[src/rtl/bmp_pkg.sv]
// Shared state encoding, BMP field constants and image size derivations
// for the BMP stream writer.
package bmp_pkg;

  localparam int HDR_LEN    = 54;
  localparam int BMP_OFFSET = 54;
  localparam int DIB_SIZE   = 40;
  localparam int BMP_BPP    = 24;
  localparam int BMP_PPM    = 2835;

  typedef enum logic [2:0] {
    ST_IDLE,
    ST_HEADER,
    ST_PIX_WAIT,
    ST_PIX_B,
    ST_PIX_G,
    ST_PIX_R,
    ST_PAD,
    ST_DONE
  } state_t;

  // Rows are padded up to a whole number of 32-bit words.
  function automatic int row_bytes(input int w);
    return ((3 * w + 3) / 4) * 4;
  endfunction

  function automatic int pad_bytes(input int w);
    return row_bytes(w) - 3 * w;
  endfunction

  function automatic int img_size(input int w, input int h);
    return row_bytes(w) * h;
  endfunction

  function automatic int file_size(input int w, input int h);
    return HDR_LEN + img_size(w, h);
  endfunction

endpackage

[src/rtl/bmp_header_rom.sv]
// Combinational lookup of the 54-byte BMP file + DIB header for a fixed
// image geometry.
module bmp_header_rom
  import bmp_pkg::*;
#(
  parameter int IMG_W = 640,
  parameter int IMG_H = 480
) (
  input  logic [5:0] index,
  output logic [7:0] hdr_byte
);

  localparam logic [31:0] FILE_SZ = 32'(file_size(IMG_W, IMG_H));
  localparam logic [31:0] IMG_SZ  = 32'(img_size(IMG_W, IMG_H));

  logic [31:0] field;
  logic [5:0]  base;
  logic [5:0]  offset;

  // Select the little-endian field containing this index, then its byte lane.
  always_comb begin
    field = 32'd0;
    base  = 6'd0;
    if (index < 6'd2) begin
      field = 32'h0000_4D42;
      base  = 6'd0;
    end else if (index < 6'd6) begin
      field = FILE_SZ;
      base  = 6'd2;
    end else if (index < 6'd10) begin
      field = 32'd0;
      base  = 6'd6;
    end else if (index < 6'd14) begin
      field = 32'(BMP_OFFSET);
      base  = 6'd10;
    end else if (index < 6'd18) begin
      field = 32'(DIB_SIZE);
      base  = 6'd14;
    end else if (index < 6'd22) begin
      field = 32'(IMG_W);
      base  = 6'd18;
    end else if (index < 6'd26) begin
      field = 32'(IMG_H);
      base  = 6'd22;
    end else if (index < 6'd28) begin
      field = 32'd1;
      base  = 6'd26;
    end else if (index < 6'd30) begin
      field = 32'(BMP_BPP);
      base  = 6'd28;
    end else if (index < 6'd34) begin
      field = 32'd0;
      base  = 6'd30;
    end else if (index < 6'd38) begin
      field = IMG_SZ;
      base  = 6'd34;
    end else if (index < 6'd42) begin
      field = 32'(BMP_PPM);
      base  = 6'd38;
    end else if (index < 6'd46) begin
      field = 32'(BMP_PPM);
      base  = 6'd42;
    end else begin
      field = 32'd0;
      base  = 6'd46;
    end
    offset   = index - base;
    hdr_byte = field[{offset[1:0], 3'b000} +: 8];
  end

endmodule

[src/rtl/bmp_stream_writer.sv]
// Streams a 24-bpp uncompressed BMP file: header bytes, then BGR pixel
// bytes with per-row zero padding, under valid/ready flow control.
module bmp_stream_writer
  import bmp_pkg::*;
#(
  parameter int IMG_W = 640,
  parameter int IMG_H = 480
) (
  input  logic        clk,
  input  logic        rstn,
  input  logic        start,
  input  logic        pix_valid,
  input  logic [23:0] pix_data,
  output logic        pix_ready,
  output logic        out_valid,
  output logic [7:0]  out_byte,
  input  logic        out_ready,
  output logic        busy,
  output logic        done
);

  localparam int          PAD_N    = pad_bytes(IMG_W);
  localparam logic [11:0] COL_LAST = 12'(IMG_W - 1);
  localparam logic [11:0] ROW_LAST = 12'(IMG_H - 1);
  localparam logic [5:0]  HDR_LAST = 6'(HDR_LEN - 1);
  localparam logic [1:0]  PAD_LAST = 2'((PAD_N > 0) ? PAD_N - 1 : 0);

  state_t      state, state_n;
  logic [5:0]  hdr_idx, hdr_idx_n;
  logic [11:0] col, col_n;
  logic [11:0] row, row_n;
  logic [1:0]  pad_cnt, pad_cnt_n;
  logic [23:0] pix_latch, pix_latch_n;
  logic        out_valid_n;
  logic [7:0]  out_byte_n;
  logic [7:0]  hdr_byte;

  bmp_header_rom #(
    .IMG_W(IMG_W),
    .IMG_H(IMG_H)
  ) u_header_rom (
    .index   (hdr_idx_n),
    .hdr_byte(hdr_byte)
  );

  // Output byte is loaded from next-state values, so it holds during stalls.
  always_ff @(posedge clk or negedge rstn) begin
    if (!rstn) begin
      state     <= ST_IDLE;
      hdr_idx   <= 6'd0;
      col       <= 12'd0;
      row       <= 12'd0;
      pad_cnt   <= 2'd0;
      pix_latch <= 24'd0;
      out_valid <= 1'b0;
      out_byte  <= 8'h00;
    end else begin
      state     <= state_n;
      hdr_idx   <= hdr_idx_n;
      col       <= col_n;
      row       <= row_n;
      pad_cnt   <= pad_cnt_n;
      pix_latch <= pix_latch_n;
      out_valid <= out_valid_n;
      out_byte  <= out_byte_n;
    end
  end

  always_comb begin
    state_n     = state;
    hdr_idx_n   = hdr_idx;
    col_n       = col;
    row_n       = row;
    pad_cnt_n   = pad_cnt;
    pix_latch_n = pix_latch;
    case (state)
      ST_IDLE: begin
        if (start) begin
          state_n   = ST_HEADER;
          hdr_idx_n = 6'd0;
        end
      end
      ST_HEADER: begin
        if (out_ready) begin
          if (hdr_idx == HDR_LAST) begin
            state_n   = ST_PIX_WAIT;
            hdr_idx_n = 6'd0;
          end else begin
            hdr_idx_n = hdr_idx + 6'd1;
          end
        end
      end
      ST_PIX_WAIT: begin
        if (pix_valid) begin
          pix_latch_n = pix_data;
          state_n     = ST_PIX_B;
        end
      end
      ST_PIX_B: if (out_ready) state_n = ST_PIX_G;
      ST_PIX_G: if (out_ready) state_n = ST_PIX_R;
      ST_PIX_R: begin
        if (out_ready) begin
          if (col != COL_LAST) begin
            col_n   = col + 12'd1;
            state_n = ST_PIX_WAIT;
          end else begin
            col_n = 12'd0;
            if (PAD_N > 0) begin
              pad_cnt_n = 2'd0;
              state_n   = ST_PAD;
            end else if (row == ROW_LAST) begin
              row_n   = 12'd0;
              state_n = ST_DONE;
            end else begin
              row_n   = row + 12'd1;
              state_n = ST_PIX_WAIT;
            end
          end
        end
      end
      ST_PAD: begin
        if (out_ready) begin
          if (pad_cnt == PAD_LAST) begin
            pad_cnt_n = 2'd0;
            if (row == ROW_LAST) begin
              row_n   = 12'd0;
              state_n = ST_DONE;
            end else begin
              row_n   = row + 12'd1;
              state_n = ST_PIX_WAIT;
            end
          end else begin
            pad_cnt_n = pad_cnt + 2'd1;
          end
        end
      end
      ST_DONE: state_n = ST_IDLE;
      default: state_n = ST_IDLE;
    endcase
  end

  always_comb begin
    out_valid_n = 1'b0;
    out_byte_n  = 8'h00;
    pix_ready   = (state == ST_PIX_WAIT);
    busy        = (state != ST_IDLE);
    done        = (state == ST_DONE);
    unique case (state_n)
      ST_HEADER: begin
        out_valid_n = 1'b1;
        out_byte_n  = hdr_byte;
      end
      ST_PIX_B: begin
        out_valid_n = 1'b1;
        out_byte_n  = pix_latch_n[7:0];
      end
      ST_PIX_G: begin
        out_valid_n = 1'b1;
        out_byte_n  = pix_latch_n[15:8];
      end
      ST_PIX_R: begin
        out_valid_n = 1'b1;
        out_byte_n  = pix_latch_n[23:16];
      end
      ST_PAD: begin
        out_valid_n = 1'b1;
        out_byte_n  = 8'h00;
      end
      default: begin
        out_valid_n = 1'b0;
        out_byte_n  = 8'h00;
      end
    endcase
  end

endmodule
[config.mk]
export PLATFORM = sky130hd
export DESIGN_NAME = bmp_stream_writer
export DESIGN_NICKNAME = d
export VERILOG_FILES = /design/src/rtl/bmp_pkg.sv /design/src/rtl/bmp_header_rom.sv /design/src/rtl/bmp_stream_writer.sv
export SDC_FILE = /design/constraint.sdc
export NUM_CORES = 1
export LEC_CHECK = 0
export BUFFER_PORTS_ARGS = -buffer_cell sky130_fd_sc_hd__buf_2
export CAP_MARGIN = 20
export CORE_ASPECT_RATIO = 1.5
export CORE_MARGIN = 2
export CORE_UTILIZATION = 40
export CTS_CLUSTER_DIAMETER = 100
export DETAILED_ROUTE_END_ITERATION = 10
export SLEW_MARGIN = 40
export SYNTH_ARGS = -nofsm -noshare
export SYNTH_HDL_FRONTEND = slang
export SYNTH_SLANG_ARGS = --single-unit
[constraint.sdc]
create_clock -name clk -period 4.35 [get_ports clk]
set_clock_uncertainty 0.1 [all_clocks]
set_input_delay 0.87 -clock clk [delete_from_list [all_inputs] [get_ports clk]]
set_output_delay 0.87 -clock clk [all_outputs]
set_load 0.01 [all_outputs]
==> results of run 1 <==
[critical path: cells and delay by family]
kind | cells | cell delay [ps]
AOI/OAI and AO/OA | 5 | 1050
buffers and inverters | 2 | 520
and+or+nand+nor | 3 | 1080
[routing by layer]
metal  wire [um]  part of all wire  global-route usage
met3         209             0.023              0.0239
met1        3540              0.40               0.205
met5           0                 0                   0
met2        4870              0.55               0.326
met4         297             0.033              0.0878
[sequential cells by signal (all words and copies together) (netlist names)]
register,count
pad_cnt,2
col,12
out_byte,8
row,12
hdr_idx,6
pix_latch,24
state,3
out_valid,1
[synth_stat cells, drive strengths merged (4+ instances only)]
master  count  share of area
and2        8          0.013
mux2       26          0.076
a21oi      16          0.022
nand4      10          0.016
and3        5         0.0087
nor4        4          0.010
nor2b      10          0.016
xor2        6          0.014
buf        13          0.022
nand3      19          0.025
dfrtp      68           0.44
ha          6          0.019
o21ai      26          0.036
nor2       25          0.024
inv        14          0.014
nand2      40          0.039
mux2i      10          0.026
o31ai       5          0.011
nor3       11          0.014
xnor2      11          0.025
[cell families (layout without fill, tap and decap cells)]
logic type                 Yosys count  after routing  share of synthesized area
muxes                               36             36                      0.101
AOI/OAI and AO/OA                   80             80                      0.156
xor gates and xnor gates            17             17                     0.0384
buffers and inverters               31             79                     0.0397
adders and majority gates            6              6                     0.0194
and+or+nand+nor                    152            152                      0.206
DFF                                 68             68                      0.439
[placed cells by master (no fill, tap or decap), drive strengths merged, types with 11 or more instances in the layout]
cell type and n:
a21oi 16, inv 14, mux2 26, dfrtp 68, nor3 11, o21ai 26, nor2 25, buf 48
xnor2 11, nand3 19, nand2 40
[worst min path at each step]
stage / startpoint / end / slack (ps)
floorplan: row[11] / row[11] / 340
global placement: pix_latch[5] / pix_latch[5] / 360
detailed placement: pix_latch[5] / pix_latch[5] / 370
CTS: pix_latch[5] / pix_latch[5] / 380
global route: row[11] / row[11] / 400
finish: col[4] / col[4] / 370
[power by group through the flow]
stage	registers [mW]	clock network, mW	logic [mW]
floorplan	0.877	0	0.941
global placement	0.906	0	1.20
detailed placement	0.913	0	1.19
CTS	0.902	0.683	1.20
global route	0.925	0.713	1.34
finish	0.902	0.670	1.20
[final cells by class]
type                       count  area (um^2)  area share
multi-input combinational    291         2020       0.453
sequential                    68         1700       0.381
timing repair buffer          48          263      0.0589
clock buffer                  10          239      0.0535
tap                          115          144      0.0322
inverter                      15         56.3      0.0126
clock inverter                 6         40.0     0.00897
==> flow_summary.toml, run 1 <==
[cells_and_area]
n_antenna_cell = 0
nets = 468
fin_area_um2 = 4460
syn2layout_area_growth_pct = 15.2
fillers = 926
final_util = 0.466
drive_gt1_frac = 0.253
layout.cells.non_filler = 553

[power]
total_switching_power_mw = 1.08
comb_power_share = 0.433
power.density_nw_per_um2 = 621
clkPwrFrac = 0.242
leakage_nw = 2.05
swShare = 0.391
vdd_drop_max_mv = 0.276
power.total_mw = 2.77
power_frac_seq = 0.325
intPower_mw = 1.69

[synth]
synth_edf_count = 0
synth_warnings = 0
netlist_area_um2 = 3880
ys_ff_latch = 68
ys_seq_area_frac = 0.439
postSynthAreaPerCell_um2 = 9.94
synth.distinct_cells = 71
synthArstFlopShare = 1.00
synth_ff_type = "dfrtp_1"
syn_nets = 425
syn_inst = 390

[routing]
wl_mm = 8.93
wire_per_inst_um = 16.1
num_vias = 3088
antenna_left = 0
vias_per_cell = 5.58
drt-initial-drc-count = 200
drc = 0
drt-pass1-iter-count = 4

[floorplanning]
core-area_um2 = 9580
ios = 41
rows = 44
dieArea_um2 = 10500
start_util = 0.405
die_h_um = 125
die_w_um = 84.4

[global_routing]
grt_max_degree = 50
grt_pass1_wl_mm = 15.2
grt_overflow = 0
grtUsageTotal = 0.180
antenna_found_initial = 0
grt_pass1_vias = 3115

[hold_path]
hold_path.class = "reg2reg"
whs_path_depth = 1

[sta]
hold_violations = 0
worstMarginPinSlew_ps = 850
slew_headroom = 0.431
final_max_slew_viol_count = 0
timing.final.ws_setup_ps = 960
period_needed_ps = 3390
final-setup-viol-count = 0
hold_slack_ps = 373
max_freq_mhz = 295
setup_tns_ps = 0
fin_crit_sh = 0.779
rsz0062_at_grt = "no"

[worst_setup_path]
crit_chain = "buf_2 > nand3_1 > or4_1 > o211ai_1 > buf_4 > and2_0 > a21oi_1 > o21ai_0 > a211oi_1 > o31ai_1"
r2r-end = "out_byte[1]"
cpPeakStageDelay_ps = 550
arrival_ps = 3520
endpoint = "out_byte[1]"
crit_slowest_cell = "or4_1"
required_ps = 4480
worstSetupPathType = "in2reg"
r2r_start = "state[2]"
r2r_slack_ps = 1120
critPathCaptureType = "register"
startpoint = "out_ready"
worst-path-max-fanout = 14
cp-start-kind = "input pin"
rr_worst_depth = 9

[clock_tree]
cts_buffer_depth = 2
numCtsBuffers = 9
ctsResizeCount = 0
cts_hold_buf = 0
htreeDepth = 3
cts.sinks = 68
cts_setup_buffers = 0
worstSkewPairLatency_ps = 330
cts_tree = "yes"
path_clk_slew_ps = 60
root_buffer = "clkbuf_16"

[job]
drv_cap = 0

[placed_design]
io_buffers = 40
routabilityCongestion = 0.875
dp_slack_ps = 723
place_inst = 537
dpl_cell_area_um2 = 4190
dpl.hpwl_mm = 6.72

[run_status]
status = "finished clean"
Power figures use the tool's default switching activity.
==> run 2: changes to the inputs <==
--- a/config.mk
+++ b/config.mk
@@ -5,6 +5,7 @@
 export SDC_FILE = /design/constraint.sdc
 export NUM_CORES = 1
 export LEC_CHECK = 0
+export ABC_AREA = 1
 export BUFFER_PORTS_ARGS = -buffer_cell sky130_fd_sc_hd__buf_2
 export CAP_MARGIN = 20
 export CORE_ASPECT_RATIO = 1.5
==> constraint.sdc (replaced) <==
create_clock -name clk -period 3.3 [get_ports clk]
set_clock_uncertainty 0.1 [all_clocks]
set_input_delay 0.66 -clock clk [delete_from_list [all_inputs] [get_ports clk]]
set_output_delay 0.66 -clock clk [all_outputs]
set_load 0.01 [all_outputs]
==> run 2 against run 1 <==
Effect of this change:
- register-to-register slack got worse by 220 ps
- cell count increased by 28%
- die area increased by 0.53%
- sequential share of layout area decreased by 0.87 points
==> flow_summary.toml, run 2 <==
[sta]
final_max_slew_viol_count = 0
final-setup-viol-count = 0
slew_headroom = 0.691
fin_crit_sh = 0.727
max_freq_mhz = 417
worstMarginPinSlew_ps = 464
period_needed_ps = 2400
hold_violations = 0
rsz0062_at_grt = "no"
setup_tns_ps = 0

[synth]
netlist_area_um2 = 3900
syn_nets = 574
ys_seq_area_frac = 0.437
netlist_top_cells_area = "dfrtp_1 (44%), nand2_1 (17%), inv_1 (7.3%)"
synthArstFlopShare = 1.00
synth_edf_count = 0
ys_ff_latch = 68
synth_top_area_frac = 0.437
synth.distinct_cells = 34
synth_largest_area_cell = "dfrtp_1"
synth_common_cells = "nand2_1 (179), inv_1 (76), dfrtp_1 (68)"
yosysMostFrequentCell = "nand2_1"
synth_warnings = 0
postSynthAreaPerCell_um2 = 7.23
synth_ff_type = "dfrtp_1"
syn_inst = 539

[power]
power.density_nw_per_um2 = 843
leakage_nw = 2.50
vdd_drop_max_mv = 0.468
power.total_mw = 3.85

[placed_design]
dpl.hpwl_mm = 6.86
io_buffers = 40
routabilityCongestion = 0.900
place_inst = 691
dpl_cell_area_um2 = 4240

[cells_and_area]
reg_top3 = "pix_latch (24), col (12), row (12)"
final_common_cell = "nand2_1"
layout.cells.non_filler = 707
final_cell_mix = "nand2_1 (179), inv_1 (76), dfrtp_1 (68)"
final_util = 0.477
drive_gt1_frac = 0.171
syn2layout_area_growth_pct = 17.2
largest-register = "pix_latch"
n_antenna_cell = 0
fin_area_um2 = 4570
nets = 622
largest_reg_flops = 24

[clock_tree]
root_buffer = "clkbuf_16"
worstSkewPairLatency_ps = 330
cts_tree = "yes"
numCtsBuffers = 9
cts.sinks = 68
cts_setup_buffers = 0
htreeDepth = 3
cts_buffer_depth = 2
ctsResizeCount = 0
cts_hold_buf = 0
path_clk_slew_ps = 60

[floorplanning]
dieArea_um2 = 10600
core-area_um2 = 9580
die_h_um = 125
ios = 41
start_util = 0.407
rows = 44
die_w_um = 84.6

[routing]
drc = 0
vias_per_cell = 4.80
antenna_left = 0
wl_met1_mm = 3.69
wl_mm = 8.92
drt-initial-drc-count = 144
met2WireLength_mm = 4.91
met3_length_um = 208
wire_per_inst_um = 12.6
top_layer_used = "met4"
drt-pass1-iter-count = 4
num_vias = 3394

[worst_setup_path]
worstSetupPathType = "reg2reg"
critPathCaptureType = "register"
worst-path-max-fanout = 10
required_ps = 3410
cp-start-kind = "register"
arrival_ps = 2510

[global_routing]
grt_overflow = 0
grt_max_degree = 54
grt_pass1_vias = 3441
antenna_found_initial = 0
grtUsageTotal = 0.180
grt_pass1_wl_mm = 15.2

[hold_path]
hold_path.class = "in2async"

[run_status]
status = "finished clean"

[job]
drv_cap = 0
==> run 2: metal layers <==
metal  vias up  global-route usage
met5         -                   0
met4         0              0.0738
met3         6              0.0437
met2        41               0.326
met1      1584               0.198
li1       1763                   -
==> run 2: final timing paths <==
| check | from | end | slack (ps) | depth (start not counted) |
|---|---|---|---|---|
| hold reg to reg | col[11] | col[11] | 370 | 1 |
| setup / recovery | hdr_idx[1] | out_byte[0] | 900 | 14 |
| min in group clk | col[11] | col[11] | 370 | 1 |
| hold / removal | rstn | row[5] | 150 | 1 |
| max in group asynchronous | rstn | pix_latch[21] | 2340 | 2 |
| setup reg to reg | hdr_idx[1] | out_byte[0] | 900 | 14 |
==> run 2: logic make-up (layout without fill, tap and decap cells) <==
group / after synthesis / in the layout / synth area share
buf+inv: 91 / 144 / 0.0896
fa+ha+maj: 6 / 6 / 0.0193
compound gates: 45 / 45 / 0.0616
simple gates: 318 / 318 / 0.368
xor+xnor: 11 / 11 / 0.0247
flops: 68 / 68 / 0.437
==> run 2: area by class of cell <==
class                      instances  area [um^2]
fill                             967         5010
multi-input combinational        380         1850
sequential                        68         1700
inverter                          86          323
clock buffer                      10          239
timing repair buffer              42          228
tap                              115          144
clock inverter                     6         86.3
==> run 2: metrics by stage <==
stage	setup slack, ps	hold slack [ps]
6_report	902	148
3_5_place_dp	639	361
4_1_cts	879	151
2_1_floorplan	1120	264
5_1_grt	600	165
3_3_place_gp	674	353
==> run 2: power by group <==
part	switching, mW	internal, mW
combinational	1.10	0.522
sequential	0.112	1.08
clock	0.360	0.681
total	1.57	2.28
==> run 2: critical path, cell delays in order, from the launching register on <==
cell      delay, ps
dfrtp_1         420
inv_1            60
ha_1            170
nand2_1          80
nor2_1           40
nand2_1         120
clkinv_1        140
nor2_4          190
nand3_1         110
o21ai_2         200
inv_1           200
nor2_1          170
nand2_1          70
nand4_1         110
nand2_1          80
==> run 3: changes to the inputs <==
==> constraint.sdc (replaced) <==
create_clock -name clk -period 2.4 [get_ports clk]
set_clock_uncertainty 0.1 [all_clocks]
set_input_delay 0.48 -clock clk [delete_from_list [all_inputs] [get_ports clk]]
set_output_delay 0.48 -clock clk [all_outputs]
set_load 0.01 [all_outputs]
==> run 3 against run 2 <==
Effect of this change:
- via count is 4.0% higher
- design area increased by 4.2%
- fmax increased by 8.3%
- critical path depth rose by 2
- flip-flop and latch count unchanged
- clock power rose by 38%
- global-route usage up 0.49 points
- sequential power grew 37%
- critical endpoint is now out_byte[4]
- worst setup slack lost 720 ps
- combinational power up 54%
- utilization grew 2.0 points
- non-clock buffer count up 18
==> flow_summary.toml, run 3 (synthesized netlist as in run 2, its figures left out) <==
[clock_tree]
numCtsBuffers = 9
worstSkewPairLatency_ps = 330
root_buffer = "clkbuf_16"
path_clk_slew_ps = 60
cts_tree = "yes"
cts_hold_buf = 0
cts_buffer_depth = 2
htreeDepth = 3
cts.sinks = 68

[power]
power_frac_seq = 0.293
total_switching_power_mw = 2.24
leakage_nw = 2.61
clkPwrFrac = 0.258
vdd_drop_max_mv = 0.620
swShare = 0.402
comb_power_share = 0.449
intPower_mw = 3.33
power.total_mw = 5.57
power.density_nw_per_um2 = 1170

[sta]
final_max_slew_viol_count = 0
max_freq_mhz = 452
fin_crit_sh = 0.922
rsz0062_at_grt = "yes"
slew_headroom = 0.570
worstMarginPinSlew_ps = 644
final-setup-viol-count = 0
period_needed_ps = 2210
hold_violations = 0
timing.final.ws_setup_ps = 187
hold_slack_ps = 72.4
setup_tns_ps = 0

[worst_setup_path]
rr_worst_depth = 16
r2r_slack_ps = 190
cp-start-kind = "register"
r2r-end = "out_byte[4]"
arrival_ps = 2390
critPathCaptureType = "register"
required_ps = 2580
r2r_start = "hdr_idx[0]"
worstSetupPathType = "reg2reg"
worst-path-max-fanout = 5

[cells_and_area]
drive_gt1_frac = 0.216
final_cell_mix = "nand2_1 (175), inv_1 (76), dfrtp_1 (67)"
final_util = 0.497
largest-register = "pix_latch"
register_area_um2 = 1700
fin_area_um2 = 4760
syn2layout_area_growth_pct = 22.1
largest_reg_flops = 24
fillers = 959
reg_top3 = "pix_latch (24), col (12), row (12)"
n_antenna_cell = 0
nets = 640
multi_input_area_um2 = 1890
final_common_cell = "nand2_1"
layout.cells.non_filler = 725

[run_status]
status = "finished clean"

[routing]
wire_per_inst_um = 12.6
drt-pass1-iter-count = 4
wl_mm = 9.17
vias_per_cell = 4.87
drc = 0
num_vias = 3531
drt-initial-drc-count = 204
antenna_left = 0

[global_routing]
grt_max_degree = 30
grtUsageTotal = 0.185
antenna_found_initial = 0
grt-busiest-layer = "met2"
grt_pass1_wl_mm = 15.8
met1_usage = 0.219
grt.met2_usage = 0.321
grt_overflow = 0
grt_pass1_vias = 3492
use_met3 = 0.0378

[floorplanning]
start_util = 0.407
rows = 44
die_h_um = 125
dieArea_um2 = 10600
core-area_um2 = 9580
die_w_um = 84.6
ios = 41

[placed_design]
dpl.hpwl_mm = 7.02
routabilityCongestion = 1.01
place_inst = 704
io_buffers = 40
dp_slack_ps = 3.04
dpl_cell_area_um2 = 4350

[hold_path]
hold_path.class = "in2async"

[job]
drv_cap = 0
run 3: worst max-delay path by stage:
stage | startpoint | cells after the start | slack (ps) | endpoint
floorplan | hdr_idx[1] | 17 | 400 | out_byte[2]
global placement | out_ready | 18 | 40 | out_byte[4]
detailed placement | out_ready | 18 | 3 | out_byte[4]
CTS | hdr_idx[0] | 15 | 100 | out_byte[1]
global route | hdr_idx[1] | 17 | -40 | out_byte[4]
finish | hdr_idx[0] | 16 | 190 | out_byte[4]
run 3: area by class of cell:
cell class                 instances  area share
clock inverter                     6      0.0181
multi-input combinational        380       0.397
clock buffer                      10      0.0502
timing repair buffer              60      0.0789
sequential                        68       0.358
tap                              115      0.0302
inverter                          86      0.0678
run 3: critical path, cell delays in order (launching register included):
cell and delay [ps]:
dfrtp_2 410, ha_1 290, nand2_1 70, inv_1 40
nor2_2 90, nand3_1 100, nand2_2 170, nor2_4 50
nand2_1 90, inv_2 70, nor2_2 120, nand2_1 100
nand2_1 70, inv_1 30, nor3_1 190, nand2_1 100
nand2_1 60
run 3: repair_timing:
action                                  4_1_cts  5_1_grt
endpoints found under the hold margin         0        0
setup buffers                                 0        5
resized for setup                             0       16
endpoints found under the setup margin        0        8
run 3: power groups by stage:
stage	combinational, mW	clock (mW)	sequential, mW
after floorplan	1.65	0	1.64
after global placement	2.31	0	1.65
after detailed placement	2.35	0	1.65
after CTS	2.35	1.47	1.63
after global routing	2.87	1.52	1.67
final	2.50	1.44	1.63
run 3: layer usage:
| metal | vias to the layer above | share of wire |
|---|---|---|
| li1 | 1802 | - |
| met1 | 1647 | 0.43 |
| met2 | 66 | 0.51 |
| met3 | 16 | 0.031 |
| met4 | 0 | 0.027 |
| met5 | - | 0 |
